<file path="config.mk">
export PLATFORM = sky130hd
export DESIGN_NAME = pipe_stage
export DESIGN_NICKNAME = d
export VERILOG_FILES = /design/src/rtl/pipe_stage.sv
export SDC_FILE = /design/constraint.sdc
export NUM_CORES = 1
export LEC_CHECK = 0
export CAP_MARGIN = 10
export CORE_MARGIN = 2
export CORE_UTILIZATION = 35
export CTS_CLUSTER_SIZE = 16
export DETAILED_ROUTE_END_ITERATION = 12
export GPL_TIMING_DRIVEN = 0
export HOLD_SLACK_MARGIN = 0.03
export PLACE_DENSITY = 0.61
export SYNTH_ARGS = -nofsm -noshare
export SYNTH_HDL_FRONTEND = slang
export SYNTH_SLANG_ARGS = --single-unit
export TNS_END_PERCENT = 5
</file>
<file path="constraint.sdc">
create_clock -name clk -period 2.44 [get_ports clk]
set_input_delay 0.366 -clock clk [delete_from_list [all_inputs] [get_ports clk]]
set_output_delay 0.366 -clock clk [all_outputs]
set_load 0.01 [all_outputs]
</file>
<file path="src/rtl/pipe_stage.sv">
// Pipeline stage register with valid/ready handshake, flush, optional skid entry
// and a saturating stall counter.
module pipe_stage #(
  parameter int DATA_W = 96,
  parameter int CTRL_W = 10,
  parameter int SKID   = 0,
  parameter int CNT_W  = 16
) (
  input  logic              clk,
  input  logic              rst_n,
  input  logic              in_valid,
  output logic              in_ready,
  input  logic [DATA_W-1:0] in_data,
  input  logic [CTRL_W-1:0] in_ctrl,
  output logic              out_valid,
  input  logic              out_ready,
  output logic [DATA_W-1:0] out_data,
  output logic [CTRL_W-1:0] out_ctrl,
  input  logic              flush,
  output logic [CNT_W-1:0]  stall_cnt
);

  typedef enum logic [1:0] {
    EMPTY   = 2'd0,
    FULL    = 2'd1,
    SKIDDED = 2'd2
  } state_t;

  state_t            state_p0, state_nxt;
  logic [DATA_W-1:0] main_data_p0, skid_data_p0;
  logic [CTRL_W-1:0] main_ctrl_p0, skid_ctrl_p0;
  logic [CNT_W-1:0]  stall_cnt_p0;
  logic              vld_p0;
  logic              accept, deliver;
  logic              load_main_in, load_main_skid, load_skid;

  function automatic logic [CNT_W-1:0] sat_inc(input logic [CNT_W-1:0] v);
    return (&v) ? v : v + {{(CNT_W-1){1'b0}}, 1'b1};
  endfunction

  assign vld_p0 = (state_p0 != EMPTY);

  // With a skid entry, in_ready depends only on registered state.
  if (SKID != 0) begin : g_skid_ready
    assign in_ready = (state_p0 != SKIDDED);
  end else begin : g_comb_ready
    assign in_ready = !vld_p0 | out_ready;
  end

  assign accept  = in_valid & in_ready & !flush;
  assign deliver = vld_p0 & out_ready;

  always_comb begin
    state_nxt      = state_p0;
    load_main_in   = 1'b0;
    load_main_skid = 1'b0;
    load_skid      = 1'b0;
    case (state_p0)
      EMPTY: begin
        if (accept) begin
          state_nxt    = FULL;
          load_main_in = 1'b1;
        end
      end
      FULL: begin
        if (deliver) begin
          if (accept) load_main_in = 1'b1;
          else        state_nxt    = EMPTY;
        end else if (accept) begin
          state_nxt = SKIDDED;
          load_skid = 1'b1;
        end
      end
      SKIDDED: begin
        if (deliver) begin
          state_nxt      = FULL;
          load_main_skid = 1'b1;
        end
      end
      default: state_nxt = EMPTY;
    endcase
    if (flush) begin
      state_nxt      = EMPTY;
      load_main_in   = 1'b0;
      load_main_skid = 1'b0;
      load_skid      = 1'b0;
    end
  end

  always_ff @(posedge clk or negedge rst_n) begin
    if (!rst_n) state_p0 <= EMPTY;
    else        state_p0 <= state_nxt;
  end

  // Stage boundary: head and skid entries; head payload is held while empty.
  always_ff @(posedge clk or negedge rst_n) begin
    if (!rst_n) begin
      main_data_p0 <= '0;
      main_ctrl_p0 <= '0;
      skid_data_p0 <= '0;
      skid_ctrl_p0 <= '0;
    end else begin
      if (load_main_in) begin
        main_data_p0 <= in_data;
        main_ctrl_p0 <= in_ctrl;
      end else if (load_main_skid) begin
        main_data_p0 <= skid_data_p0;
        main_ctrl_p0 <= skid_ctrl_p0;
      end
      if (load_skid) begin
        skid_data_p0 <= in_data;
        skid_ctrl_p0 <= in_ctrl;
      end
    end
  end

  always_ff @(posedge clk or negedge rst_n) begin
    if (!rst_n)                    stall_cnt_p0 <= '0;
    else if (vld_p0 && !out_ready) stall_cnt_p0 <= sat_inc(stall_cnt_p0);
  end

  assign out_valid = vld_p0;
  assign out_data  = main_data_p0;
  assign out_ctrl  = vld_p0 ? main_ctrl_p0 : '0;
  assign stall_cnt = stall_cnt_p0;

endmodule
</file>
==> results.md, run 1 <==
* Met3 usage at 0.0659
* Pin count of the biggest net entering global routing at 119
* Hold_sp: skid_data_p0[69]
* Core area at 0.0236 mm^2
* Routed WL per cell at 15.4 um
* Cells after Synth at 772
* Total wire length at 21.2 mm
* Clock transition at the registers of the reported paths at 0.06 ns
* Via density at 4.59
* Max Cap Viol at 0
* Tmin final at 2.29 ns
* Die height at 160 um
* Root Driver: clkbuf_16
* Post-synthesis mux area share at 0.00399
* Synth Area in Adders at 0.00148
* Sw Ratio at 0.246
* Min-delay worst type: reg -> reg
* Flop-to-flop setup slack at 0.44 ns
* Final hold vios at 0
* Internal power at 7.36 mW
* Vias in the first global route at 6437
* Clk_lat worst skew at 0.51 ns
* Asr flop ratio synth at 1.00
* Final setup viols at 0
* Initial DRC Count at 234
* Main combinational cell family by area after synthesis: simple AND/OR/NAND/NOR gates
* Worst slack, placed at -0.135 ns
* VDD IR max at 0.436 mV
* Io pins at 235
* Synth Cell Area at 0.00847 mm^2
* Cts bufs inserted at 26
* Tcrit/Tclk final at 0.938
* Critical Path Fanout Max at 10
* Sequential share of the synthesized area at 0.680
* Port-buffer cells at 234
* Status: finished clean
* Area growth syn-to-layout at 43.3%
* Final WS setup at 0.152 ns
* WS Path Type: reg -> out
* FF-to-FF path depth at 6
* Sw Pwr at 2.40 mW
* Tot GR Track Use at 0.167
* Clock share of power at 0.400
* First-pass GRT wire length at 34.9 mm
* Clk buf depth at 3
* Hold slack at 0.453 ns
* Vias at 6308
* Critical Path RT at 2.07 ns
* Die ar. at 0.0254 mm^2
* Post-synthesis compound-gate area fraction at 0.108
* Leak at 5.64 nW
* Least-Margin Pin Slew at 0.829 ns
* Pwr Total at 9.76 mW
* Avg Inst Size Synth at 11.0 um^2
* Critical Path AT at 1.92 ns
* Synth Area in XOR/XNOR at 0.00828
* Remaining design rule violation count at 0
* Hold Path End: skid_data_p0[69]
* Layout Nets at 1148
* Syn nets at 884
* Clock Sinks at 230
* Skew final at 0.00921 ns
* HPWL after DPL at 14.5 mm
* DP Area at 0.0112 mm^2
* Post-CTS Repair Setup Buffers at 0
* Fraction of layout cells with a size suffix above 1 at 0.0645
* Reg2Reg Capture Point: out_data[49]
* Max H-tree Level at 1
* Initial antenna violation count at 0
* Sequential Power Share at 0.444
* Main flop type after synthesis: dfrtp_1
* Drt first pass iters at 4
* Slew HR at 0.447
* Cell Count, Final, Fillers Out at 1373
* Initial standard-cell utilization of the core at 0.359
* N_diodes at 0
* Yosys warning count at 0
* Setup_tns at 0 ns
* Synth cell types at 39
* TritonCTS clock tree: built
* Final instance area at 0.0121 mm^2
* Global route overflow at 0
* RSZ-0062 raised after global routing: false
* Met2 usage at 0.258
* Row cnt at 56
* Comb pwr share at 0.157
* Max Fclk at 437 MHz
* Global placement routability congestion at 0.796
* Routed Antenna Nets at 0
* Met1 Usage GRT at 0.224
* RR Startpoint: state_p0[0]
* Die Span X at 160 um
* Post-layout util at 0.514
* EDFF count, synth at 0
* Simple-Gate Fraction of Synth Area at 0.131
* Max-slew violations at 0
* FF+latch count, synth at 230
* Cell count after placement at 1326
* Crit path launch type: register
* Busiest layer in global routing: met2
* CP endpoint kind: output port
* Worst Hold Path Cells at 1
* PwrDens at 804 mW/mm^2
==> critical path, stage by stage (launching register included) <==
cell	delay (ns)
dfrtp_2	0.44
nor2_1	0.18
buf_4	0.21
nor2b_1	0.06
clkdlybuf4s50_1	0.52
==> cell families (layout without fill, tap and decap cells) <==
kind of cell / Yosys count / count (layout)
flops: 230 / 230
simple gates: 264 / 264
buf+inv: 146 / 428
xor+xnor: 8 / 8
compound gates: 120 / 120
mux: 3 / 3
fa+ha+maj: 1 / 1
==> cell usage in the layout (no fill, tap or decap), types with 3 or more instances in the layout <==
master,n
nor3_1,6
inv_1,4
clkbuf_16,27
nand4_1,4
dfrtp_1,228
nor2_1,5
clkinv_2,3
a21oi_1,5
clkbuf_1,128
buf_2,12
xnor2_1,5
clkbuf_8,9
a22oi_1,106
and3_1,3
clkdlybuf4s50_1,233
xor2_1,3
buf_1,4
nand3_1,7
nor2b_1,10
nand2_1,216
==> cell usage after synthesis, types with 2 or more instances <==
| cell | n | area [um^2] |
|---|---|---|
| nand2b_1 | 2 | 12.5 |
| nand3_1 | 7 | 35.0 |
| nor2_1 | 5 | 18.8 |
| o2111ai_1 | 2 | 17.5 |
| nand2_1 | 216 | 811 |
| buf_2 | 12 | 60.1 |
| nand4_1 | 4 | 25.0 |
| inv_1 | 4 | 15.0 |
| nor2b_1 | 10 | 62.6 |
| buf_1 | 4 | 15.0 |
| a21oi_1 | 5 | 25.0 |
| and3_1 | 3 | 18.8 |
| nor3_1 | 6 | 30.0 |
| xor2_1 | 3 | 26.3 |
| xnor2_1 | 5 | 43.8 |
| mux2_2 | 2 | 22.5 |
| clkbuf_1 | 125 | 469 |
| nor4_1 | 2 | 12.5 |
| a22oi_1 | 106 | 796 |
| dfrtp_1 | 230 | 5760 |
==> layout make-up <==
cell class | count | area, um^2
fillers | 2181 | 11500
flip-flops and latches | 230 | 5760
repair buffers | 236 | 2380
multi-input cells | 396 | 2140
clock buffers | 40 | 815
plain buffers | 142 | 556
well taps | 319 | 399
clock inverters | 6 | 61.3
inverters | 4 | 15.0
==> power groups by stage <==
stage	registers, mW	clock network, mW	logic, mW
2_1_floorplan	4.51	0	0.401
5_1_grt	4.38	4.17	1.68
3_5_place_dp	4.39	0	1.55
3_3_place_gp	4.39	0	1.53
4_1_cts	4.33	4.03	1.56
6_report	4.33	3.90	1.53
==> sequential cells by signal, indices dropped and copies added (netlist names) <==
| name | count |
|---|---|
| main_ctrl_p0 | 10 |
| out_data | 96 |
| skid_ctrl_p0 | 10 |
| skid_data_p0 | 96 |
| stall_cnt | 16 |
| state_p0 | 2 |
==> per-layer routing <==
metal | vias to the layer above | routed length (um)
li1 | 3025 | -
met1 | 3029 | 9410
met2 | 222 | 9340
met3 | 32 | 2140
met4 | 0 | 299
met5 | - | 0
==> worst max-delay path by stage <==
stage | from | to | cells after the start
global route | state_p0[0] | out_ctrl[7] | 4
CTS | state_p0[0] | out_ctrl[0] | 4
global placement | rst_n | out_data[90] | 1
finish | state_p0[0] | out_ctrl[5] | 4
detailed placement | flush | out_data[3] | 7
floorplan | stall_cnt[0] | stall_cnt[1] | 5
==> timing repair <==
| item | CTS | global route |
|---|---|---|
| gates cloned | 0 | 0 |
| setup endpoints to repair | 10 | 5 |
| pin swaps | 0 | 0 |
| gates resized for setup | 3 | 2 |
| hold buffers | 1 | 0 |
| endpoints found under the hold margin | 112 | 0 |
(Power assumes the default switching activity.)
==> run 2, diff against run 1 <==
- CORE_UTILIZATION: 35 -> 38
- PLACE_DENSITY: 0.61 -> 0.66
==> run 2 against run 1 <==
Against the previous run:
- combinational power about the same
- via count is 0.84% higher
- flip-flop and latch count is the same
- clock power shrank 3%
- non-clock buffer count did not move
- critical path depth is the same
- core utilization is 3.8 points higher
- critical path type unchanged
- first-iteration DRC count up 3.0%
- register-to-register slack hardly changed
- highest routed layer is now met5
- maximum frequency fell by 0.28%
- hold slack improved by 0.0014 ns
- cell area fell by 0.81%
==> results.md, run 2 (synthesis results as in run 1) <==
* Slew HR at 0.426 (was 0.447)
* Die Span X at 153 um (was 160 um)
* RR Startpoint: state_p0[0] (unchanged)
* Final setup viols at 0 (unchanged)
* Tcrit/Tclk final at 0.940 (was 0.938)
* Cts bufs inserted at 25 (was 26)
* Critical Path Fanout Max at 10 (unchanged)
* Area growth syn-to-layout at 42.1% (was 43.3%)
* RSZ-0062 raised after global routing: false (unchanged)
* Routed WL per cell at 16.0 um (was 15.4 um)
* Final hold vios at 0 (unchanged)
* Leading cell types in the layout, fill and taps excluded: clkdlybuf4s50_1 (233), dfrtp_1 (228), nand2_1 (216) (unchanged)
* Tmin final at 2.29 ns (about the same)
* Final WS setup at 0.146 ns (was 0.152 ns)
* Layout Nets at 1147 (was 1148)
* Crit-path cells: nor2_1 -> clkbuf_4 -> nor2b_1 -> clkdlybuf4s50_1 (was nor2_1 -> buf_4 -> nor2b_1 -> clkdlybuf4s50_1)
* Least-Margin Pin Slew at 0.861 ns (was 0.829 ns)
* Critical Path RT at 2.07 ns (about the same)
* Via density at 4.77 (was 4.59)
* TritonCTS clock tree: built (unchanged)
* Hold slack at 0.454 ns (was 0.453 ns)
* Vias in the first global route at 6517 (was 6437)
* Total wire length at 21.3 mm (was 21.2 mm)
* Flop-to-flop setup slack at 0.45 ns (was 0.44 ns)
* Worst path max stage delay at 0.52 ns (about the same)
* Leak at 5.61 nW (was 5.64 nW)
* Io pins at 235 (unchanged)
* Initial standard-cell utilization of the core at 0.388 (was 0.359)
* Crit path depth at 4 (unchanged)
* Initial DRC Count at 241 (was 234)
* Max Cap Viol at 0 (unchanged)
* Critical Path AT at 1.93 ns (was 1.92 ns)
* FF-to-FF path depth at 6 (unchanged)
* Max H-tree Level at 1 (unchanged)
* WS Path Type: reg -> out (unchanged)
* Status: finished clean (unchanged)
* Skew final at 0.00712 ns (was 0.00921 ns)
* Commonest non-fill, non-tap cell in the layout: clkdlybuf4s50_1 (unchanged)
* Die ar. at 0.0235 mm^2 (was 0.0254 mm^2)
* Min-delay worst type: reg -> reg (unchanged)
* Clk_lat worst skew at 0.52 ns (was 0.51 ns)
* Clk buf depth at 3 (unchanged)
* Reg2Reg Capture Point: out_data[14] (was out_data[49])
* Post-layout util at 0.551 (was 0.514)
* Tot GR Track Use at 0.180 (was 0.167)
* Post-CTS Repair Setup Buffers at 0 (unchanged)
* Routed Antenna Nets at 0 (unchanged)
* Cell family with most CP delay: buffers and inverters (unchanged)
* Drt first pass iters at 5 (was 4)
* HPWL after DPL at 14.5 mm (about the same)
* Pwr Total at 9.66 mW (was 9.76 mW)
* Clock Sinks at 230 (unchanged)
* Max-slew violations at 0 (unchanged)
* VDD IR max at 0.497 mV (was 0.436 mV)
* Clock transition at the registers of the reported paths at 0.06 ns (about the same)
* Max Fclk at 436 MHz (was 437 MHz)
* CP endpoint: out_ctrl[6] (was out_ctrl[5])
* Remaining design rule violation count at 0 (unchanged)
* Vias at 6361 (was 6308)
* Crit path buffers/inverters at 2 (unchanged)
* Global placement routability congestion at 0.773 (was 0.796)
* Pin count of the biggest net entering global routing at 121 (was 119)
* N_diodes at 0 (unchanged)
* PwrDens at 803 mW/mm^2 (was 804 mW/mm^2)
* First-pass GRT wire length at 34.6 mm (was 34.9 mm)
* Setup crit start: state_p0[0] (unchanged)
* Port-buffer cells at 234 (unchanged)
* Die height at 153 um (was 160 um)
* Row cnt at 54 (was 56)
* Worst slack, placed at -0.0431 ns (was -0.135 ns)
* Slowest cell on crit path: clkdlybuf4s50_1 (unchanged)
* Crit path launch type: register (unchanged)
* Fraction of layout cells with a size suffix above 1 at 0.0608 (was 0.0645)
* Global route overflow at 0 (unchanged)
* Initial antenna violation count at 1 (was 0)
* CP endpoint kind: output port (unchanged)
* Root Driver: clkbuf_16 (unchanged)
* Core area at 0.0218 mm^2 (was 0.0236 mm^2)
==> run 2: cell types whose count changed in the layout (fill, tap and decap cells not counted) <==
cell	previous run	this run
clkbuf_8	9	3
bufinv_16	1	3
clkinvlp_4	1	0
clkbuf_1	128	131
clkinv_2	3	5
buf_4	2	1
clkbuf_4	0	1
inv_6	0	1
clkbuf_16	27	25
==> run 2: worst min path at each step <==
stage,endpoint,from,depth (start not counted),slack (ns)
after floorplan,main_ctrl_p0[0],rst_n,0,0.07
after global placement,skid_data_p0[57],skid_data_p0[57],1,0.44
after detailed placement,skid_data_p0[45],skid_data_p0[45],1,0.45
after CTS,out_data[71],in_data[71],3,0.44
after global routing,out_data[19],in_data[19],3,0.45
final,skid_data_p0[34],skid_data_p0[34],1,0.45
==> run 2: repair_timing <==
action	in CTS	in global routing
hold endpoints to repair	110	0
resized for setup	2	3
setup endpoints to repair	10	10
hold buffers	1	0
==> run 2: area by class of cell <==
cell class	count	area (um^2)
Clock buffer	35	693
Multi-Input combinational cell	396	2140
Buffer	142	556
Timing Repair Buffer	236	2380
Fill cell	1946	9790
Inverter	4	15.0
Tap cell	280	350
Clock inverter	10	133
Sequential cell	230	5760
==> run 2: metal layers <==
metal	share of wire	global-route usage	routed length, um	up-vias
met1	0.44	0.239	9340	3074
li1	-	-	-	3028
met3	0.093	0.0635	1980	33
met5	0.00061	0	13	-
met4	0.019	0.0388	410	2
met2	0.45	0.289	9520	224
==> run 2: per-stage QoR <==
stage / TNS (ns) / cells / cell area (um^2)
4_1_cts: 0 / 1333 / 12000
5_1_grt: 0 / 1333 / 12000
2_1_floorplan: 0 / 772 / 8470
3_3_place_gp: -2064.81 / 1286 / 11200
6_report: 0 / 1333 / 12000
3_5_place_dp: -1.02 / 1287 / 11200
==> run 2: worst reg2reg max path, cell delays in order (launching register included) <==
cell and delay, ns:
dfrtp_2 0.45, and4bb_1 0.25, buf_2 0.26, buf_2 0.29, buf_1 0.44, a22oi_1 0.14
nand2_1 0.10
==> run 2: where the power goes <==
| part | total [mW] | switching [mW] | internal, mW |
|---|---|---|---|
| Clock | 3.80 | 1.50 | 2.30 |
| Sequential | 4.33 | 0.210 | 4.12 |
| Combinational | 1.53 | 0.681 | 0.848 |
